File: src/rtl/seq_shifter.sv
// seq_shifter: bit-serial shifter, one bit position per clock.
// An operand is accepted over a valid/ready handshake, shifted left, or
// logically/arithmetically right, and the result is returned over a second
// valid/ready handshake. IDLE -> SHIFT (shamt cycles) -> DONE -> IDLE.
module seq_shifter #(
    parameter int WIDTH = 8,
    parameter int SHW   = 3
) (
    input  logic             clk,
    input  logic             rst,
    input  logic             in_valid,
    output logic             in_ready,
    input  logic [WIDTH-1:0] din,
    input  logic [SHW-1:0]   shamt,
    input  logic             LR,
    input  logic             AL,
    output logic             out_valid,
    input  logic             out_ready,
    output logic [WIDTH-1:0] dout,
    output logic             busy
);

    typedef enum logic [1:0] {
        ST_IDLE  = 2'd0,
        ST_SHIFT = 2'd1,
        ST_DONE  = 2'd2
    } state_t;

    localparam logic [SHW-1:0] CNT_ONE  = SHW'(1);
    localparam logic [SHW-1:0] CNT_ZERO = SHW'(0);

    state_t           state_q, state_d;
    logic [WIDTH-1:0] work_q, work_d;
    logic [WIDTH-1:0] dout_q, dout_d;
    logic [SHW-1:0]   cnt_q, cnt_d;
    logic             lr_q, lr_d;
    logic             al_q, al_d;
    logic             fill_s;

    // Next-state, datapath and result-register update for each state.
    always_comb begin
        state_d = state_q;
        work_d  = work_q;
        dout_d  = dout_q;
        cnt_d   = cnt_q;
        lr_d    = lr_q;
        al_d    = al_q;
        // Arithmetic fill re-uses the current MSB, which never changes during
        // a right shift, so it always equals the captured operand's sign bit.
        fill_s  = al_q ? work_q[WIDTH-1] : 1'b0;
        case (state_q)
            ST_IDLE: begin
                if (in_valid) begin
                    work_d = din;
                    lr_d   = LR;
                    al_d   = AL;
                    cnt_d  = shamt;
                    if (shamt != CNT_ZERO) begin
                        state_d = ST_SHIFT;
                    end else begin
                        // Zero shift: result is the operand itself.
                        state_d = ST_DONE;
                        dout_d  = din;
                    end
                end else begin
                    state_d = ST_IDLE;
                end
            end
            ST_SHIFT: begin
                if (lr_q) begin
                    work_d = {work_q[WIDTH-2:0], 1'b0};
                end else begin
                    work_d = {fill_s, work_q[WIDTH-1:1]};
                end
                cnt_d = cnt_q - CNT_ONE;
                if (cnt_q == CNT_ONE) begin
                    // Last shift: publish the final value into the result register.
                    state_d = ST_DONE;
                    dout_d  = work_d;
                end else begin
                    state_d = ST_SHIFT;
                end
            end
            ST_DONE: begin
                // in_valid is deliberately ignored here; no accept/result overlap.
                if (out_ready) begin
                    state_d = ST_IDLE;
                end else begin
                    state_d = ST_DONE;
                end
            end
            default: begin
                state_d = ST_IDLE;
            end
        endcase
    end

    // State and datapath registers with synchronous active-high reset.
    always_ff @(posedge clk) begin
        if (rst) begin
            state_q <= ST_IDLE;
            work_q  <= {WIDTH{1'b0}};
            dout_q  <= {WIDTH{1'b0}};
            cnt_q   <= CNT_ZERO;
            lr_q    <= 1'b0;
            al_q    <= 1'b0;
        end else begin
            state_q <= state_d;
            work_q  <= work_d;
            dout_q  <= dout_d;
            cnt_q   <= cnt_d;
            lr_q    <= lr_d;
            al_q    <= al_d;
        end
    end

    // Handshake/status outputs decode directly from the state register.
    always_comb begin
        in_ready  = (state_q == ST_IDLE);
        out_valid = (state_q == ST_DONE);
        busy      = (state_q == ST_SHIFT) || (state_q == ST_DONE);
        dout      = dout_q;
    end

endmodule

File: config.mk
export PLATFORM = sky130hd
export DESIGN_NAME = seq_shifter
export DESIGN_NICKNAME = d
export VERILOG_FILES = /design/src/rtl/seq_shifter.sv
export SDC_FILE = /design/constraint.sdc
export NUM_CORES = 1
export LEC_CHECK = 0
export CAP_MARGIN = 20
export CORE_MARGIN = 2
export CORE_UTILIZATION = 45
export DETAILED_ROUTE_END_ITERATION = 6
export GPL_ROUTABILITY_DRIVEN = 0
export PLACE_DENSITY = 0.75
export SETUP_SLACK_MARGIN = 0.15
export SYNTH_ARGS = -nofsm -noshare
export SYNTH_HDL_FRONTEND = slang
export SYNTH_SLANG_ARGS = --single-unit
File: constraint.sdc
create_clock -name clk -period 1.8 [get_ports clk]
set_input_delay 0.18 -clock clk [delete_from_list [all_inputs] [get_ports clk]]
set_output_delay 0.18 -clock clk [all_outputs]
set_load 0.01 [all_outputs]
==> metrics.log, run 1 <==
INFO  metric synth.cell_area = 1270 um^2
INFO  metric grt_start_max_net_pins = 32
INFO  metric route.detailed.wl_per_inst = approximately 14 um
INFO  metric coreArea = 2710 um^2
INFO  metric total_leakage_power = slightly below 0.0007 uW
INFO  metric top_level_ports = 28
INFO  metric synth.ff_latch_count = 23
INFO  metric cts_hold_buffers = 0
INFO  metric critPathMaxFanout = 8
INFO  metric antennaDiodeCount = 0
INFO  metric antenna_found_initial = 0
INFO  metric critPathLaunch = state_q[1]
INFO  metric achievable-frequency = 634.2 MHz
INFO  metric rr_startpoint = state_q[1]
INFO  metric grt_pass1_wl = roughly 4700 um
INFO  metric grt_setup_unrepaired = yes
INFO  metric residual_antenna_violating_net_count_after_detailed_routing = 0
INFO  metric hold_class = in -> reg
INFO  metric totalWireLength = 2714 um
INFO  metric timing.final.hold_violations = 0
INFO  metric result_of_the_run = completed
INFO  metric clkLatencyLatePin = between 0.3 and 0.4 ns
INFO  metric die_w = between 50 and 60 um
INFO  metric htree_levels = 1
INFO  metric grt_pass1_vias = roughly 1100
INFO  metric final_nets = about 190
INFO  metric clock_skew = 0.002404 ns
INFO  metric post_route_cells_drive_above_1_share = 0.1302
INFO  metric initial_core_util = 0.4686
INFO  metric cts_buffer_depth = 2
INFO  metric seq_area_frac_synth = 0.3626
INFO  metric placementRows = 19
INFO  metric metal2_wl = roughly 1400 um
INFO  metric drtPass1Iterations = 4
INFO  metric cellPowerDensity = 714.3 nW/um^2
INFO  metric timing.setup.critical_path_class = reg -> reg
INFO  metric end_kind = register
INFO  metric route.layer.met1.wl = 1235 um
INFO  metric clock_tree.root_cell = sky130_fd_sc_hd__clkbuf_4
INFO  metric highest-signal-layer = met4
INFO  metric die_area = between 3000 and 4000 um^2
INFO  metric period_minus_slack = about 1.6 ns
INFO  metric track_usage = 0.1786
INFO  metric die_height = ~57 um
INFO  metric yosysWarningCount = 0
INFO  metric tritoncts = yes
INFO  metric worst_slew_pin_slew = around 0.46 ns
INFO  metric clkTransAtPathRegs = ~0.12 ns
INFO  metric worstPathArrival = about 1.8 ns
INFO  metric cp_data_required_time = 2.01 ns
INFO  metric final_core_utilization = 0.6163
INFO  metric global_route.overflow_total = 0
INFO  metric syn_inst = 140
INFO  metric timing.final.crit_share = 0.8760
INFO  metric synth_nets = ~160
INFO  metric max_slew_margin = 0.6950
INFO  metric io_buffer_count = 27
INFO  metric synth_cell_type_count = 29
INFO  metric via_count = 1085
INFO  metric ir_worst_vdd = between 0.5 and 0.6 mV
INFO  metric clock_sinks = 23
INFO  metric postSynthAreaPerCell = slightly above 9 um^2
INFO  metric cts-buffers-inserted = 3
INFO  metric dp_hpwl = 2021 um
INFO  metric dr_wl_met3 = between 100 and 150 um
INFO  metric timing.setup.tns = 0 ns
INFO  metric finalSetupViolCount = 0
INFO  metric detailedRoute.firstIterationViolations = 30
INFO  metric drv.max_cap_violation_count = 0
INFO  metric report.final.slew_viol_count = 0
INFO  metric numPlacedInstances = roughly 200
INFO  metric worstHoldStart = LR
INFO  metric r2r_setup_slack = roughly 0.22 ns
INFO  metric area_growth_syn_to_layout = 31.53%
INFO  metric layoutNonFillerInstCount = 200
INFO  metric worst_setup_path_start_kind = register
INFO  metric drt-vias-per-instance = 5.425
INFO  metric detail_route.drc_violations = 0
[registers in the layout, indices dropped and copies added (netlist names)]
| signal | cells |
|---|---|
| lr_q | 1 |
| al_q | 1 |
| state_q | 2 |
| dout | 8 |
| cnt_q | 3 |
| work_q | 8 |
[timing repair]
| action | 4_1_cts | 5_1_grt |
|---|---|---|
| buffers inserted | 0 | 1 |
| resized for setup | 2 | 3 |
| setup endpoints to repair | 2 | 12 |
[synth_stat cells (all sizes together)]
library cell | n | area [um^2]
nand2 | 10 | 37.54
buf | 6 | 36.28
a311oi | 1 | 8.760
a21boi | 1 | 7.510
nand2b | 10 | 62.56
o21ai | 3 | 15.01
a32oi | 1 | 8.760
o221a | 1 | 11.26
a211oi | 1 | 7.510
dfxtp | 23 | 460.4
and3b | 1 | 8.760
nor2 | 9 | 33.78
a21oi | 12 | 60.06
ha | 6 | 75.07
clkbuf | 4 | 15.01
nand3b | 3 | 22.52
inv | 6 | 22.52
a221o | 1 | 10.01
mux2 | 2 | 26.27
nand3 | 2 | 10.01
mux2i | 15 | 153.9
nor2b | 4 | 25.02
or3 | 1 | 11.26
nor3 | 2 | 10.01
a211o | 14 | 122.6
o211ai | 1 | 7.510
[cell families after synthesis]
group | share of synthesized area
AOI/OAI and AO/OA | 0.2040
buffers and inverters | 0.05812
DFF | 0.3626
muxes | 0.1419
and+or+nand+nor | 0.1744
adders and majority gates | 0.05911
[critical path, stage by stage (launching register included)]
cell and delay (ns):
sky130_fd_sc_hd__dfxtp_2 0.37, sky130_fd_sc_hd__inv_2 0.06, sky130_fd_sc_hd__ha_4 0.19, sky130_fd_sc_hd__mux2i_4 0.19, sky130_fd_sc_hd__a221o_1 0.34, sky130_fd_sc_hd__mux2_4 0.32
[cell type report]
type | count | area, um^2
Clock buffer | 3 | 22.52
Sequential cell | 23 | 462.9
Multi-Input combinational cell | 101 | 759.5
Fill cell | 251 | 1040
Clock inverter | 1 | 5.005
Inverter | 6 | 22.52
Timing Repair Buffer | 35 | 359.1
Tap cell | 31 | 38.79
[where the power goes]
group	switching, uW	leakage, uW	internal [uW]
Sequential	37.2	0.000189	554
Clock	150	0.0000177	82.9
Combinational	173	0.000480	196
[cells in the final DEF (no fill, tap or decap), drive strengths merged]
cell type	count
nor2	9
a21oi	12
dlygate4sd2	2
or3	1
nor2b	4
clkdlybuf4s50	24
o221a	1
a32oi	1
o211ai	1
mux2	2
a221o	1
a21boi	1
nand2b	10
dfxtp	23
clkbuf	3
nand3b	3
buf	8
nand3	2
nor3	2
dlymetal6s2s	1
mux2i	15
clkinv	1
o21ai	3
inv	6
nand2	10
ha	6
a211o	14
and3b	1
a211oi	1
a311oi	1
[through the flow]
stage	worst slack [ns]	hold slack [ns]	power, uW	area [um^2]
floorplan	0.1146	0.3275	842.7	1300
global placement	-0.01921	0.4533	959.4	1629
detailed placement	-0.06449	0.4580	971.5	1629
CTS	0.1580	0.4171	1199	1654
global route	0.1435	0.4267	1267	1670
finish	0.2233	0.4210	1193	1670
[routing by layer]
metal  up-vias  global-route usage
met3         2             0.04989
met1       512              0.2165
met4         0             0.01993
li1        555                   -
met2        16              0.3251
met5         -                   0
[final timing paths]
kind	depth (start not counted)	endpoint
worst max register to register	5	dout[0]
worst min-delay path	3	lr_q
worst max-delay path	5	dout[0]
worst min register to register	2	dout[5]
Power figures use the tool's default switching activity.
==> inputs of run 2 (changes only) <==
--- a/config.mk
+++ b/config.mk
@@ -10,6 +10,7 @@
 export CORE_UTILIZATION = 45
 export DETAILED_ROUTE_END_ITERATION = 6
 export GPL_ROUTABILITY_DRIVEN = 0
+export MAX_ROUTING_LAYER = met4
 export PLACE_DENSITY = 0.75
 export SETUP_SLACK_MARGIN = 0.15
 export SYNTH_ARGS = -nofsm -noshare
==> metrics.log, run 2 (same netlist as run 1, synthesis figures left out) <==
INFO  metric final_core_utilization = 0.6163
INFO  metric met1_resource_use_gr = 0.2165
INFO  metric route.detailed.wl_per_inst = ~13 um
INFO  metric reg2reg_depth = 5
INFO  metric totalWireLength = between 2000 and 3000 um
INFO  metric dp_hpwl = roughly 2000 um
INFO  metric multi_input_area = approximately 760 um^2
INFO  metric most_common_cell_after_layout_fill_and_taps_aside = sky130_fd_sc_hd__clkdlybuf4s50_1
INFO  metric detail_route.drc_violations = 0
INFO  metric io_buffer_count = 27
INFO  metric max_slew_margin = 0.6969
INFO  metric track_usage = 0.1841
INFO  metric numPlacedInstances = about 200
INFO  metric grt_pass1_wl = around 4700 um
INFO  metric mostFrequentLayoutCells = sky130_fd_sc_hd__clkdlybuf4s50_1 (24), sky130_fd_sc_hd__dfxtp_1 (21), sky130_fd_sc_hd__mux2i_1 (14), sky130_fd_sc_hd__a211o_1 (14), sky130_fd_sc_hd__a21oi_1 (12)
INFO  metric nFillCells = approximately 250
INFO  metric final_nets = just under 200
INFO  metric p_comb_frac = 0.310
INFO  metric achievable-frequency = around 630 MHz
INFO  metric register_area = about 460 um^2
INFO  metric met3_usage = 0.04989
INFO  metric cts_buffer_depth = 2
INFO  metric worstPathArrival = between 1.5 and 2 ns
INFO  metric clkTransAtPathRegs = about 0.12 ns
INFO  metric ir_worst_vdd = roughly 0.56 mV
INFO  metric cellPowerDensity = approximately 700 nW/um^2
INFO  metric antenna_found_initial = 0
INFO  metric detailedRoute.firstIterationViolations = 31
INFO  metric die_height = ~57 um
INFO  metric initial_core_util = 0.4686
INFO  metric critPathMaxFanout = 8
INFO  metric timing.final.crit_share = 0.8760
INFO  metric crit_path_top_delay_cell = sky130_fd_sc_hd__dfxtp_2
INFO  metric htree_levels = 1
INFO  metric clkLatencyLatePin = roughly 0.31 ns
INFO  metric drt-vias-per-instance = roughly 5.4
INFO  metric die_w = between 50 and 60 um
INFO  metric global_route.overflow_total = 0
INFO  metric worst_slew_pin_slew = ~0.45 ns
INFO  metric residual_antenna_violating_net_count_after_detailed_routing = 0
INFO  metric antennaDiodeCount = 0
INFO  metric cts-buffers-inserted = 3
INFO  metric finalSetupViolCount = 0
INFO  metric top_level_ports = 28
INFO  metric die_area = 3263 um^2
INFO  metric tritoncts = yes
INFO  metric layoutNonFillerInstCount = 200
INFO  metric power.switching = between 300 and 400 uW
INFO  metric min_path_cells = 3
INFO  metric grt_pass1_vias = 1056
INFO  metric clock_skew = between 0.002 and 0.0025 ns
INFO  metric via_count = 1080
INFO  metric met2_usage = 0.3251
INFO  metric p_sw_frac = 0.3015
INFO  metric grt_setup_unrepaired = yes
INFO  metric crit_family = multiplexers
INFO  metric worstPathBufferInverterCount = 1
INFO  metric result_of_the_run = completed
INFO  metric report.final.slew_viol_count = 0
INFO  metric hold_class = in -> reg
INFO  metric timing.final.hold_violations = 0
INFO  metric cp_slowest_stage_delay = ~0.37 ns
INFO  metric cp_data_required_time = ~2 ns
INFO  metric clock_tree.root_cell = sky130_fd_sc_hd__clkbuf_4
INFO  metric drv.max_cap_violation_count = 0
INFO  metric worst_setup_path_start_kind = register
INFO  metric timing.critical_path.cells = inv_2, ha_4, mux2i_4, a221o_1, mux2_4
INFO  metric timing.setup.critical_path_class = reg -> reg
INFO  metric coreArea = 2710 um^2
INFO  metric placementRows = 19
INFO  metric power.internal = approximately 830 uW
INFO  metric seqPwrFrac = 0.495
INFO  metric share_clk_of_total_power = 0.195
INFO  metric total_number_of_cells_along_the_worst_setup_path = 5
INFO  metric end_kind = register
INFO  metric clock_sinks = 23
INFO  metric period_minus_slack = around 1.6 ns
INFO  metric grt_start_max_net_pins = 32
INFO  metric area_growth_syn_to_layout = 31.53%
INFO  metric post_route_cells_drive_above_1_share = 0.1302
INFO  metric total_leakage_power = between 0.0006 and 0.0007 uW
INFO  metric top_usage_layer = met2
INFO  metric drtPass1Iterations = 4
run 2: cell counts in the layout (fill, tap and decap cells not counted):
Identical to the previous run, type by type.
run 2: timing repair:
action,in CTS,in global routing
setup buffers,0,1
endpoints found under the hold margin,0,0
setup endpoints to repair,2,12
hold buffers,0,0
gates resized for setup,2,3
run 2: layout make-up:
cell class / instances / share of cell area
inverter: 6 / 0.01348
tap: 31 / 0.02322
timing repair buffer: 35 / 0.2150
clock buffer: 3 / 0.01348
sequential: 23 / 0.2772
multi-input combinational: 101 / 0.4547
clock inverter: 1 / 0.002996
run 2: tightest hold or removal path: cells and delay by family:
family / cells / cell delay (ns)
AOI/OAI and AO/OA: 1 / 0.05
buffers and inverters: 1 / 0.40
and+or+nand+nor: 1 / 0.06
run 2: final timing paths:
path              start       to  slack (ns)
min reg2reg     dout[5]  dout[5]        0.48
max          state_q[1]  dout[0]        0.22
max reg2reg  state_q[1]  dout[0]        0.22
min                  LR     lr_q        0.42
run 2: power groups by stage:
stage / Sequential [uW] / Clock (uW) / Combinational [uW]
2_1_floorplan: 591 / 0 / 252
3_3_place_gp: 599 / 0 / 360
3_5_place_dp: 601 / 0 / 370
4_1_cts: 589 / 243 / 367
5_1_grt: 596 / 261 / 410
6_report: 591 / 233 / 369
run 2: routing by layer:
metal,wire length [um],share of wire,vias to the layer above
met5,0,0,-
met2,1322,0.49,16
met1,1243,0.46,507
li1,-,-,555
met3,108,0.040,2
met4,17,0.0063,0
run 2: stage by stage:
step / setup TNS, ns / worst slack [ns] / hold slack [ns] / total power (uW) / cell area, um^2
after global placement: -0.1084 / -0.01921 / 0.4533 / 959.4 / 1629
after CTS: 0 / 0.1580 / 0.4171 / 1199 / 1654
final: 0 / 0.2232 / 0.4215 / 1192 / 1670
after detailed placement: -0.3907 / -0.06449 / 0.4580 / 971.5 / 1629
after global routing: 0 / 0.1435 / 0.4267 / 1267 / 1670
after floorplan: 0 / 0.1146 / 0.3275 / 842.7 / 1300
==> inputs of run 3 (changes only) <==
--- a/config.mk
+++ b/config.mk
@@ -10,6 +10,7 @@
 export CORE_UTILIZATION = 45
 export DETAILED_ROUTE_END_ITERATION = 6
 export GPL_ROUTABILITY_DRIVEN = 0
+export GPL_TIMING_DRIVEN = 0
 export MAX_ROUTING_LAYER = met4
 export PLACE_DENSITY = 0.75
 export SETUP_SLACK_MARGIN = 0.15
==> metrics.log, run 3 (same netlist as run 1, synthesis figures left out) <==
INFO  metric timing.final.hold_violations = 0
INFO  metric worstPathArrival = 1.90 ns
INFO  metric detail_route.drc_violations = 0
INFO  metric tritoncts = yes
INFO  metric most_common_cell_after_layout_fill_and_taps_aside = sky130_fd_sc_hd__clkdlybuf4s50_1
INFO  metric cp_data_required_time = between 2 and 2.5 ns
INFO  metric finalSetupViolCount = 0
INFO  metric mostFrequentLayoutCells = sky130_fd_sc_hd__clkdlybuf4s50_1 (24), sky130_fd_sc_hd__dfxtp_1 (21), sky130_fd_sc_hd__mux2i_1 (14), sky130_fd_sc_hd__a211o_1 (14), sky130_fd_sc_hd__a21oi_1 (12)
INFO  metric critPathMaxFanout = 3
INFO  metric htree_levels = 1
INFO  metric antennaDiodeCount = 0
INFO  metric clock_tree.root_cell = sky130_fd_sc_hd__clkbuf_4
INFO  metric hold_class = in -> reg
INFO  metric period_minus_slack = between 1.5 and 2 ns
INFO  metric layoutNonFillerInstCount = between 200 and 250
INFO  metric max_slew_margin = 0.6732
INFO  metric die_height = 57.13 um
INFO  metric report.final.slew_viol_count = 0
INFO  metric clkLatencyLatePin = between 0.3 and 0.4 ns
INFO  metric global_route.overflow_total = 0
INFO  metric cts-buffers-inserted = 3
INFO  metric grt_pass1_vias = ~1100
INFO  metric drtPass1Iterations = 4
INFO  metric total_leakage_power = between 0.0007 and 0.0008 uW
INFO  metric clkTransAtPathRegs = approximately 0.13 ns
INFO  metric placementRows = 19
INFO  metric achievable-frequency = 589.7 MHz
INFO  metric timing.setup.tns = 0 ns
INFO  metric dp_hpwl = between 2000 and 2500 um
INFO  metric antenna_found_initial = 0
INFO  metric result_of_the_run = completed
INFO  metric die_area = between 3000 and 4000 um^2
INFO  metric worst_setup_path_start_kind = register
INFO  metric area_growth_syn_to_layout = 32.81%
INFO  metric totalWireLength = approximately 2900 um
INFO  metric drt-vias-per-instance = approximately 5.5
INFO  metric placement.setup.worst_slack = -0.1593 ns
INFO  metric grt_pass1_wl = a little under 5000 um
INFO  metric timing.setup.critical_path_class = reg -> reg
INFO  metric die_w = about 57 um
INFO  metric timing.final.crit_share = 0.9421
INFO  metric final_nets = 198
INFO  metric worst_slew_pin_slew = roughly 0.49 ns
INFO  metric route.detailed.wl_per_inst = 14.01 um
INFO  metric grt_start_max_net_pins = 14
INFO  metric drv.max_cap_violation_count = 0
INFO  metric io_buffer_count = 27
INFO  metric initial_core_util = 0.4686
INFO  metric cellPowerDensity = just over 700 nW/um^2
INFO  metric post_route_cells_drive_above_1_share = 0.1379
INFO  metric track_usage = 0.1946
INFO  metric clock_sinks = 23
INFO  metric finalWorstSetupSlack = 0.1042 ns
INFO  metric numPlacedInstances = ~200
INFO  metric cts_hold_buffers = 0
INFO  metric grt_setup_unrepaired = yes
INFO  metric clock_skew = 0.008608 ns
INFO  metric detailedRoute.firstIterationViolations = 19
INFO  metric top_level_ports = 28
INFO  metric holdWs = roughly 0.42 ns
INFO  metric via_count = 1132
INFO  metric end_kind = register
INFO  metric coreArea = around 2700 um^2
INFO  metric residual_antenna_violating_net_count_after_detailed_routing = 0
INFO  metric final_core_utilization = 0.6223
INFO  metric cts_buffer_depth = 2
INFO  metric ir_worst_vdd = ~0.48 mV
-- run 3: cell types whose count changed in the layout (fill, tap and decap cells not counted) --
| cell | previous run | this run |
|---|---|---|
| sky130_fd_sc_hd__clkbuf_1 | 0 | 3 |
| sky130_fd_sc_hd__buf_12 | 2 | 1 |
| sky130_fd_sc_hd__buf_2 | 0 | 1 |
| sky130_fd_sc_hd__buf_6 | 1 | 2 |
| sky130_fd_sc_hd__clkbuf_2 | 0 | 1 |
| sky130_fd_sc_hd__dlygate4sd2_1 | 2 | 1 |
| sky130_fd_sc_hd__dlymetal6s2s_1 | 1 | 2 |
-- run 3: layout make-up --
type,instances,area (um^2)
Fill cell,238,1023
Sequential cell,23,462.9
Buffer,10,66.31
Inverter,6,22.52
Clock inverter,1,5.005
Timing Repair Buffer,30,309.0
Clock buffer,3,22.52
Multi-Input combinational cell,101,759.5
Tap cell,31,38.79
-- run 3: path summary, 6_finish.rpt --
kind               from       to  depth (start not counted)  slack (ns)
min reg2reg        al_q     al_q                          2        0.48
min                  AL     al_q                          3        0.42
max reg2reg  state_q[0]  dout[0]                          7        0.10
max          state_q[0]  dout[0]                          7        0.10
-- run 3: per-stage QoR --
| stage | power (uW) | cell area, um^2 |
|---|---|---|
| floorplan | 842.7 | 1300 |
| global placement | 954.0 | 1609 |
| detailed placement | 964.6 | 1609 |
| CTS | 1215 | 1675 |
| global route | 1300 | 1687 |
| finish | 1211 | 1687 |
-- run 3: critical path, stage by stage, from the launching register on --
cell                      delay (ns)
sky130_fd_sc_hd__dfxtp_2        0.37
sky130_fd_sc_hd__inv_2          0.06
sky130_fd_sc_hd__ha_4           0.15
sky130_fd_sc_hd__buf_6          0.12
sky130_fd_sc_hd__mux2i_4        0.17
sky130_fd_sc_hd__a221o_1        0.30
sky130_fd_sc_hd__buf_6          0.14
sky130_fd_sc_hd__mux2_4         0.28
-- run 3: repair_timing --
action | CTS | global route
gates resized for setup | 3 | 8
hold endpoints to repair | 0 | 0
setup endpoints to repair | 12 | 19
pin swaps | 0 | 1
buffers inserted | 3 | 0
-- run 3: layer usage --
metal  up-vias  share of wire  track usage
li1        563              -            -
met1       548           0.46       0.2429
met2        19           0.49       0.3317
met3         2          0.040      0.03401
met4         0         0.0045      0.03987
met5         -              0            -
-- run 3: power by group --
part	switching [uW]	internal, uW
clock	154	83.0
sequential	31.1	554
combinational	186	203
